File: src/rtl/imem_loader.sv
// rtl/imem_loader.sv - byte-stream to instruction-memory word loader
//
// Purpose: packs a big-endian byte stream into 32-bit words and writes each
// word to instruction memory at consecutive word addresses, starting at
// BASE_ADDR. Optional readback compare of every written word.
//
// Optional feature macro: IMEM_LOADER_VERIFY_EN (adds READBACK state and
// the sticky verify_err flag; otherwise im_rd and verify_err are tied 0).
//
// Ports:
//   clk, reset_n           clock, asynchronous active-low reset
//   start, word_count      load request and number of words (1..1024)
//   byte_in, byte_valid    program byte stream, MSB of each word first
//   byte_ready             loader accepts a byte this cycle
//   im_addr, im_d_in       memory byte address and write data
//   im_cs, im_wr, im_rd    memory strobes
//   im_d_out               memory asynchronous read data
//   busy, done, verify_err status

module imem_loader #(
  parameter logic [11:0] BASE_ADDR = 12'h000
) (
  input  logic        clk,
  input  logic        reset_n,
  input  logic        start,
  input  logic [10:0] word_count,
  input  logic [7:0]  byte_in,
  input  logic        byte_valid,
  output logic        byte_ready,
  output logic [11:0] im_addr,
  output logic [31:0] im_d_in,
  output logic        im_cs,
  output logic        im_wr,
  output logic        im_rd,
  input  logic [31:0] im_d_out,
  output logic        busy,
  output logic        done,
  output logic        verify_err
);

  typedef enum logic [2:0] {
    S_IDLE,
    S_COLLECT,
    S_WRITE,
`ifdef IMEM_LOADER_VERIFY_EN
    S_READBACK,
`endif
    S_DONE
  } state_t;

  state_t      r_state;
  state_t      w_next_state;
  logic [11:0] r_addr;
  logic [31:0] r_data;
  logic [1:0]  r_byte_idx;
  logic [10:0] r_count;
  logic [10:0] r_words;

  logic w_start_ok;
  logic w_xfer;
  logic w_last_word;
  logic w_word_end;

  assign w_start_ok  = start && (word_count != 11'd0) &&
                       ((r_state == S_IDLE) || (r_state == S_DONE));
  assign w_xfer      = byte_valid && (r_state == S_COLLECT);
  assign w_last_word = ((r_words + 11'd1) == r_count);

  // The final step of a word is WRITE, or READBACK when verification is on.
`ifdef IMEM_LOADER_VERIFY_EN
  assign w_word_end = (r_state == S_READBACK);
`else
  assign w_word_end = (r_state == S_WRITE);
`endif

  always_ff @(posedge clk or negedge reset_n) begin
    if (!reset_n) r_state <= S_IDLE;
    else          r_state <= w_next_state;
  end

  always_comb begin
    w_next_state = r_state;
    byte_ready   = 1'b0;
    im_cs        = 1'b0;
    im_wr        = 1'b0;
    im_rd        = 1'b0;
    busy         = 1'b0;
    done         = 1'b0;
    case (r_state)
      S_IDLE: begin
        if (w_start_ok) w_next_state = S_COLLECT;
      end
      S_COLLECT: begin
        byte_ready = 1'b1;
        busy       = 1'b1;
        if (w_xfer && (r_byte_idx == 2'd3)) w_next_state = S_WRITE;
      end
      S_WRITE: begin
        im_cs = 1'b1;
        im_wr = 1'b1;
        busy  = 1'b1;
`ifdef IMEM_LOADER_VERIFY_EN
        w_next_state = S_READBACK;
`else
        w_next_state = w_last_word ? S_DONE : S_COLLECT;
`endif
      end
`ifdef IMEM_LOADER_VERIFY_EN
      S_READBACK: begin
        im_cs = 1'b1;
        im_rd = 1'b1;
        busy  = 1'b1;
        w_next_state = w_last_word ? S_DONE : S_COLLECT;
      end
`endif
      S_DONE: begin
        done = 1'b1;
        if (w_start_ok) w_next_state = S_COLLECT;
      end
      default: w_next_state = S_IDLE;
    endcase
  end

  always_ff @(posedge clk or negedge reset_n) begin
    if (!reset_n) begin
      r_addr     <= 12'h000;
      r_data     <= 32'h0;
      r_byte_idx <= 2'd0;
      r_count    <= 11'd0;
      r_words    <= 11'd0;
    end else begin
      if (w_start_ok) begin
        r_count    <= word_count;
        r_addr     <= BASE_ADDR;
        r_byte_idx <= 2'd0;
        r_words    <= 11'd0;
      end
      if (w_xfer) begin
        // Byte k lands at bit offset 8*(3-k); ~k equals 3-k for 2-bit k.
        r_data[{~r_byte_idx, 3'b000} +: 8] <= byte_in;
        r_byte_idx <= r_byte_idx + 2'd1;
      end
      if (w_word_end) begin
        r_words <= r_words + 11'd1;
        // 12-bit add wraps 12'hFFC to 12'h000.
        if (!w_last_word) r_addr <= r_addr + 12'd4;
      end
    end
  end

`ifdef IMEM_LOADER_VERIFY_EN
  logic r_verify_err;

  always_ff @(posedge clk or negedge reset_n) begin
    if (!reset_n) begin
      r_verify_err <= 1'b0;
    end else if (w_start_ok) begin
      r_verify_err <= 1'b0;
    end else if ((r_state == S_READBACK) && (im_d_out != r_data)) begin
      r_verify_err <= 1'b1;
    end
  end

  assign verify_err = r_verify_err;
`else
  logic w_unused_rd;
  assign w_unused_rd = ^im_d_out;
  assign verify_err  = 1'b0;
`endif

  assign im_addr = r_addr;
  assign im_d_in = r_data;

endmodule

File: config.mk
export PLATFORM = sky130hd
export DESIGN_NAME = imem_loader
export DESIGN_NICKNAME = d
export VERILOG_FILES = /design/src/rtl/imem_loader.sv
export SDC_FILE = /design/constraint.sdc
export NUM_CORES = 1
export LEC_CHECK = 0
export CAP_MARGIN = 30
export CELL_PAD_IN_SITES_DETAIL_PLACEMENT = 0
export CELL_PAD_IN_SITES_GLOBAL_PLACEMENT = 1
export CORE_AREA = 5 5 103 105
export CTS_BUF_LIST = sky130_fd_sc_hd__clkbuf_4 sky130_fd_sc_hd__clkbuf_8
export DETAILED_ROUTE_END_ITERATION = 10
export DIE_AREA = 0 0 108 110
export HOLD_SLACK_MARGIN = 0.15
export PLACE_DENSITY_LB_ADDON = 0.1
export SYNTH_ARGS = -nofsm -noshare
export SYNTH_HDL_FRONTEND = slang
export SYNTH_SLANG_ARGS = --single-unit
File: constraint.sdc
create_clock -name clk -period 3 [get_ports clk]
set_input_delay 0.6 -clock clk [delete_from_list [all_inputs] [get_ports clk]]
set_output_delay 0.6 -clock clk [all_outputs]
set_load 0.1 [all_outputs]
Word level (Yosys, flattened, before mapping) --
Cells that the tools add are included.
Operators by class: shift operators 2, bitwise gates (word level) 1, muxes and demuxes 16, reduce and logical (&&, ||, !) cells 12, $mul 0, eq/ne operators 7, add/sub/neg operators 4, divide/modulo/power cells 0, magnitude comparators 0
Operators by type and width (count):
- $mux 12 | 3
- $bwmux 32 | 1
- $shift 8x7->32 const A | 1
- $shiftx 8x7->32 | 1
- $mux 11 | 2
- $add 12x3->12 const B | 1
- $add 11x1->11 const B | 1
- $eq 11x11->1 | 1
- $reduce_bool 11->1 | 1
- $pmux 3 s3 | 1
- $neg 5->7 | 1
- $eq 3x2->1 const B | 2
- $mux 2 | 3
- $mux 3 | 2
- $logic_and 1x1->1 | 4
- $mux 1 | 4
- $ne 2x1->1 const B | 2
- $reduce_bool 2->1 | 2
- $reduce_or 2->1 | 2
- $eq 3x1->1 const B | 1
- $logic_not 3->1 | 1
- $add 2x1->2 const B | 1
- $eq 2x2->1 const B | 1
- $not 2->2 | 1
- other kinds (2) | 2
Word-level totals: output and inout bits 51, word-level logic and storage cells 48, memory bits (read-only) 0, bits of input ports 55, RAM bits 0, memories kept 0, bits in registers 71, latch bits 0

Depth between registers and ports, before layout --
word-level depth 6, gate-level depth with buffers 8, gate-level depth less buffers 7

Worst setup path before layout --
Ideal clock, no wire load.
path type register to register, start point register r_state[1], end point register r_data[24], in the netlist im_d_in[24], period minus slack after synthesis 2818 ps, stages on the path, launching flop included 8, arrival time 2749 ps, buffers on the path 1, data required time 2930 ps, setup time 70 ps, slack 182 ps, cell sequence dfrtp_1 -> inv_1 -> ha_1 -> and2_1 -> clkbuf_1 -> nand2_1 -> nor4_1 -> a22o_1
On the way: longest elaborated chain between the ends 2
RTL lines:
- start, declared | line 51 | state_t r_state;
- start signal, assigned | line 78 | else r_state <= w_next_state;
- $eq 3x1->1 | line 66 | assign w_xfer = byte_valid && (r_state == S_COLLECT);
- $logic_and 1x1->1 | line 66
- end signal, assigned by index | line 140 | r_data[{~r_byte_idx, 3'b000} +: 8] <= byte_in;
- end, declared | line 54 | logic [31:0] r_data;
Every way passes these cells. A chain may end at the register's enable or synchronous reset.

Worst setup path after layout --
start point register r_words[0], end point register r_addr[0], in the netlist im_addr[0]
On the way: longest elaborated chain between the ends 4
RTL lines:
- start, declared | line 57 | logic [10:0] r_words;
- start signal, assigned | line 144 | r_words <= r_words + 11'd1;
- $add 11x1->11 | line 67 | assign w_last_word = ((r_words + 11'd1) == r_count);
- $eq 11x11->1 | line 67
- $mux 12 | line 146 | if (!w_last_word) r_addr <= r_addr + 12'd4;
- $mux 12 | line 143 | if (w_word_end) begin
- end signal, assigned | line 146
- end, declared | line 53 | logic [11:0] r_addr;
Every way passes these cells.

==> results.ini <==
[sta]
tightest_slew_ns=0.632
rsz0062_at_grt=false
final.setup.tns_ns=0
setup_viol=0
slew_violations=0
hold_viol=0
max_freq_mhz=368
final.min_clock_period_ns=2.72
slew-limit-headroom_pct=57.9
finClkSkew_ns=0.00943
fin_crit_sh_pct=90.6

[clock_network]
numClockSinks=70
insertion_delay_ns=0.34
clockBufferDepth=2
cts_resized=0
hold_buffers=0
path_clk_slew_ns=0.08
numCtsBuffers=9
cts_root_buffer=clkbuf_8
cts_tree=yes
postCtsSetupRepairBufs=0
htree_levels=3

[worst_setup_path]
startpoint_type=register
worstPathRequired_ns=3.24
crit_slowest_cell=dfrtp_1
worstPathMaxFanout=12
path_cells=ha_1 > and2_1 > nand4_1 > a311o_1 > a2111oi_4 > a31oi_4 > o21a_1
arrival_ns=2.96
crit_path_max_incr_delay_ns=0.47
startpoint=r_words[0]$_DFFE_PN0P_
r2r-start=r_words[0]$_DFFE_PN0P_
critPathKind=reg2reg
end_kind=register

[power]
internal-power_mw=2.48
ir_drop_v=0.00115
p_leak_nw=2.08
p_comb_share_pct=54.7
power_frac_seq_pct=28.4
switching_share_pct=51.9
p_total_mw=5.16
pwr_density_cell_nw_per_um2=1150
clkPwrFrac_pct=16.9
switchingPower_mw=2.68

[yosys]
syn_area_sq_um=3460
synth.ff_latch_count=70
synth-seq-area-share_pct=50.6
syn_avg_cell_area_sq_um=11.4
yosysUniqueCellTypes=44
postSynthCellCount=305
synthArstFlopShare_pct=100
ys.flop_type=dfrtp_1
yosysWarnings=0
synth_edf_count=0

[routing]
drc=0
firstDrtPassIters=4
drtIter0Drc=71
via_count=2603
ant_nets=0
wl_microns=8420
wire_per_inst_microns=16.0
via_per_inst=4.94

[die]
die_h_microns=110
die_area_sq_um=11900
ios=106
start_util_pct=36.3
die_w_microns=108
core_area_sq_um=9550
rows=36

[layout]
area_growth_pct=29.5
final_common_cell=dfrtp_1
final_cell_mix=70 x dfrtp_1, 62 x buf_4, 44 x nand2_1, 32 x a22o_1, 21 x clkdlybuf4s50_1
drive_above_1_share_pct=25.6
diodes=0
final_net_count=455
fin_util_pct=47.0
finalNonFillerCells=527

[global_routing]
antenna_found_initial=0
grtUsageTotal_pct=15.1
gr-total-overflow=0
grt_pass1_wl_microns=13900
grt_max_degree=46
grt_pass1_vias=2657

[hold_path]
min_path_type=in2async

[place]
gp_congestion=0.774
port-buffer-count=71
dp.cells=511
dp_hpwl_microns=6140

[run]
drv_cap=0

[run_status]
status=complete, no violations

flip-flops by register name, summed over array words and instances (netlist names):
name	flops
im_d_in	32
im_addr	12
r_state	2
r_byte_idx	2
r_count	11
r_words	11
Yosys cell counts (2+ instances only):
cell	number	area share, %
xor2_1	15	3.8
inv_1	8	0.87
ha_1	11	4.0
xor3_1	2	1.4
nand2_1	44	4.8
mux2_2	11	3.6
mux2i_1	11	3.2
buf_2	2	0.29
o21a_1	2	0.43
dfrtp_1	70	51
a22o_1	32	8.1
clkbuf_1	6	0.65
nor2_1	11	1.2
o21ai_0	12	1.7
nor4_1	3	0.54
nand4_1	2	0.36
a21oi_1	3	0.43
nor2b_1	2	0.36
xnor2_1	11	2.8
nor3_1	6	0.87
and2_1	2	0.36
and3_1	2	0.36
buf_4	4	0.87
nand3_1	13	1.9
final cells by class:
cell class / count / area [sq um]
clock buffer: 10 / 131
clock inverter: 6 / 93.8
fill: 930 / 5060
inverter: 9 / 33.8
multi-input combinational: 214 / 1610
sequential: 70 / 1750
tap: 133 / 166
timing repair buffer: 85 / 701
worst paths after layout:
kind	slack, ns	cells after the start	end
min	0.28	1	r_count[8]$_DFFE_PN0P_
max reg2reg	0.28	7	im_addr[0]$_DFFE_PN0P_
max in group asynchronous	2.08	2	r_words[5]$_DFFE_PN0P_
max	0.28	7	im_addr[0]$_DFFE_PN0P_
min in group clk	0.50	1	im_addr[1]$_DFFE_PN0P_
min reg2reg	0.50	1	im_addr[1]$_DFFE_PN0P_
stage by stage:
step / instance area, sq um / worst slack (ns) / hold WS, ns
final: 4490 / 0.283 / 0.276
after global placement: 4260 / 0.291 / 0.474
after detailed placement: 4260 / 0.263 / 0.483
after floorplan: 3470 / 0.182 / 0.304
after CTS: 4490 / 0.270 / 0.285
after global routing: 4490 / 0.110 / 0.305
metal layers:
| metal | GRT usage (%) | wire, microns | part of all wire [%] | vias to the layer above |
|---|---|---|---|---|
| li1 | - | - | - | 1253 |
| met1 | 21.2 | 4120 | 49 | 1291 |
| met2 | 23.2 | 3900 | 46 | 51 |
| met3 | 3.96 | 327 | 3.9 | 8 |
| met4 | 4.06 | 78 | 0.93 | 0 |
| met5 | 0 | 0 | 0 | - |
logic make-up after synthesis:
group | Yosys count | share of synthesized area, %
buf+inv | 22 | 3.11
flops | 70 | 50.6
fa+ha+maj | 11 | 3.97
simple gates | 92 | 13.2
xor+xnor | 28 | 7.95
compound gates | 59 | 14.4
other cells | 1 | 0.108
mux | 22 | 6.76
power groups by stage:
stage	Sequential, mW	Clock [mW]	Combinational [mW]
after floorplan	2.51	0	1.17
after global placement	1.48	0	2.83
after detailed placement	1.48	0	2.84
after CTS	1.47	0.899	2.85
after global routing	1.51	0.941	2.98
final	1.46	0.871	2.82
critical path, delay by kind of cell (launching register included):
kind | cells | cell delay [ns]
compound gates | 4 | 1.41
fa+ha+maj | 1 | 0.29
flops | 1 | 0.47
simple gates | 2 | 0.45
Power figures use the tool's default switching activity.
==> patch, RTL diff (same flow settings) <==
Add a define of `IMEM_LOADER_VERIFY_EN`.
--- a/src/rtl/imem_loader.sv
+++ b/src/rtl/imem_loader.sv
@@ -16,6 +16,8 @@
 //   im_cs, im_wr, im_rd    memory strobes
 //   im_d_out               memory asynchronous read data
 //   busy, done, verify_err status
+
+`define IMEM_LOADER_VERIFY_EN
 
 module imem_loader #(
   parameter logic [11:0] BASE_ADDR = 12'h000
Function: changed (a bounded check fails within 10 cycles, from zero or initial values and one cycle with reset_n low).
==> patch against the unedited design <==
  * Synthesized cell count increased by 38%
  * Critical endpoint is now im_addr[9]
  * Sequential power hardly changed
  * Design area grew 18%
  * Global-route usage grew 2.6 points
  * Largest cell class is now multi-input gates
  * Wire length rose by 21%
  * Count of clock-buffer cells in the layout is 1 lower
  * Total power decreased by 4.2%
  * Sequential cell count rose by 2
  * Synthesized area rose by 13%
  * First-iteration DRC count up 75%
  * Worst setup slack worse by 91 ps
  * Via count rose by 28%
==> patch: results (changes against the unedited design) <==
Run status
  • Status: finished clean (unchanged)

GRT
  • Initial antenna violation count: 0 (unchanged)
  • Largest net degree at the start of global routing: 73 (was 46)
  • First-pass GRT wire length: 16600 um (was 13900 um)
  • Vias in the first global route: 3270 (was 2657)
  • All-Layer GR Usage: 17.7% (was 15.1%)

Power
  • Peak VDD IR: 0.000492 V (was 0.00115 V)
  • Sw Ratio: 48.8% (was 51.9%)
  • Lkg Pwr: 2.34 nW (was 2.08 nW)

Synthesis
  • Seq/Total Area, Yosys: 45.9% (was 50.6%)
  • Syn Nets: 483
  • Synth top area cells: dfrtp_1 46%, xnor2_1 9.1%, nand2_1 8.6%, o21ai_0 6.4%, mux2_2 3.7% (was dfrtp_1 51%, a22o_1 8.1%, nand2_1 4.8%, ha_1 4.0%, xor2_1 3.8%)
  • Main synth FF type: dfrtp_1 (unchanged)
  • Asr flop ratio synth: 100% (unchanged)
  • Most instantiated cells after synthesis: 90 x nand2_1, 72 x dfrtp_1, 50 x o21ai_0 (was 70 x dfrtp_1, 44 x nand2_1, 32 x a22o_1)
  • Distinct cell type count after synthesis: 43 (was 44)
  • Syn Area/Cell: 9.33 um2 (was 11.4 um2)
  • Synthesis Warnings: 0 (unchanged)

Detailed routing
  • Via density: 4.97 (was 4.94)
  • First drt pass iteration count: 4 (unchanged)
  • Avg WL per Cell: 15.2 um (was 16.0 um)
  • Drt first-iter violations: 124 (was 71)

Clock tree
  • Clk buf depth: 2 (unchanged)
  • H-tree levels: 3 (unchanged)
  • TritonCTS Buffers: 9 (unchanged)
  • Worst-skew pair later-pin latency: 350 ps
  • Post-CTS sizing: 0 (unchanged)
  • Clk root buf: clkbuf_8 (unchanged)
  • Clock transition at path regs: 80 ps (about the same)

Cells and area
  • Final layout net count: 593 (was 455)
  • Share of post-route cells with drive strength above 1: 18.8% (was 25.6%)
  • Diode count: 0 (unchanged)
  • Post-route insts no fill: 669 (was 527)
  • Max reg flops: 32 (unchanged)

Placed design
  • Port bufs: 105 (was 71)
  • Routability cong.: 0.772 (was 0.774)
  • Dpl hpwl: 7620 um (was 6140 um)
  • # placed instances: 650 (was 511)
  • Post-place setup slack: 218 ps (was 263 ps)

Hold path
  • Min-delay worst type: flop to flop (was input pin to asynchronous set/reset pin)

Setup path
  • Highest fanout seen on the critical path: 10 (was 12)
  • Critical Path AT: 3040 ps (was 2960 ps)

STA
  • Worst slew margin: 61.6% (was 57.9%)
  • Clock Skews: 9.48 ps (was 9.43 ps)
-- patch: cell count changes after synthesis, moves of 6 or more --
cell	unedited run	this run
mux2i_1	11	1
nand2_1	44	90
o21ai_0	12	50
and3_1	2	10
a22o_1	32	1
xor2_1	15	7
a211o_1	0	8
nand4_1	2	10
xnor2_1	11	41
nor3b_1	0	6
-- patch: cell families (layout without fill, tap and decap cells) --
family	count (synthesis)	in the layout	share of synthesized area (%)
AOI/OAI and AO/OA	80	80	12.8
xor gates and xnor gates	48	48	10.7
adders and majority gates	7	7	2.23
buffers and inverters	21	136	2.52
DFF	72	72	45.9
muxes	14	14	3.98
and+or+nand+nor	179	179	21.9
-- patch: routing by layer --
layer	routed length, um	share of wire, %	vias up	track usage, %
li1	-	-	1687	-
met5	0	0	-	0
met2	4820	47	91	29.4
met3	639	6.3	11	3.44
met1	4600	45	1538	23.6
met4	122	1.2	0	5.59
-- patch: final cells by class --
class,count,area [um2]
flip-flops and latches,72,1800
well taps,133,166
multi-input cells,328,2040
clock buffers,9,124
fillers,894,4240
inverters,6,22.5
repair buffers,114,1040
clock inverters,7,120
-- patch: critical path, cell delays in order (launching register included) --
cell and delay, ps:
dfrtp_1 470, ha_1 340, and2_4 230, or3b_1 410
xnor2_1 150, a211o_1 290, o31a_4 350, and3_1 180
a211o_1 260
-- patch: worst paths after layout --
check	end	cells after the start	startpoint	slack (ps)
worst min-delay path	im_addr[1]	1	im_addr[1]	500
worst max-delay path	im_addr[9]	8	r_words[0]	190
max in group asynchronous	r_words[3]	3	reset_n	1880
min in group asynchronous	im_d_in[28]	2	reset_n	590
worst min register to register	im_addr[1]	1	im_addr[1]	500
worst max register to register	im_addr[9]	8	r_words[0]	190
-- patch: through the flow --
stage	instance area (um2)	hold WS, ps
5_1_grt	5310	540
6_report	5310	502
2_1_floorplan	3940	304
3_5_place_dp	5010	487
3_3_place_gp	5010	487
4_1_cts	5250	423
-- patch: power by group through the flow --
| stage | Sequential [mW] | Clock, mW | Combinational [mW] |
|---|---|---|---|
| after floorplan | 2.30 | 0 | 1.05 |
| after global placement | 1.47 | 0 | 2.53 |
| after detailed placement | 1.48 | 0 | 2.55 |
| after CTS | 1.46 | 0.967 | 2.56 |
| after global routing | 1.50 | 0.999 | 2.73 |
| final | 1.46 | 0.935 | 2.54 |
-- patch: repair_timing --
item | 4_1_cts | 5_1_grt
hold endpoints to repair | 0 | 1
hold buffers | 0 | 1
buffers inserted | 0 | 1
setup endpoints to repair | 0 | 1
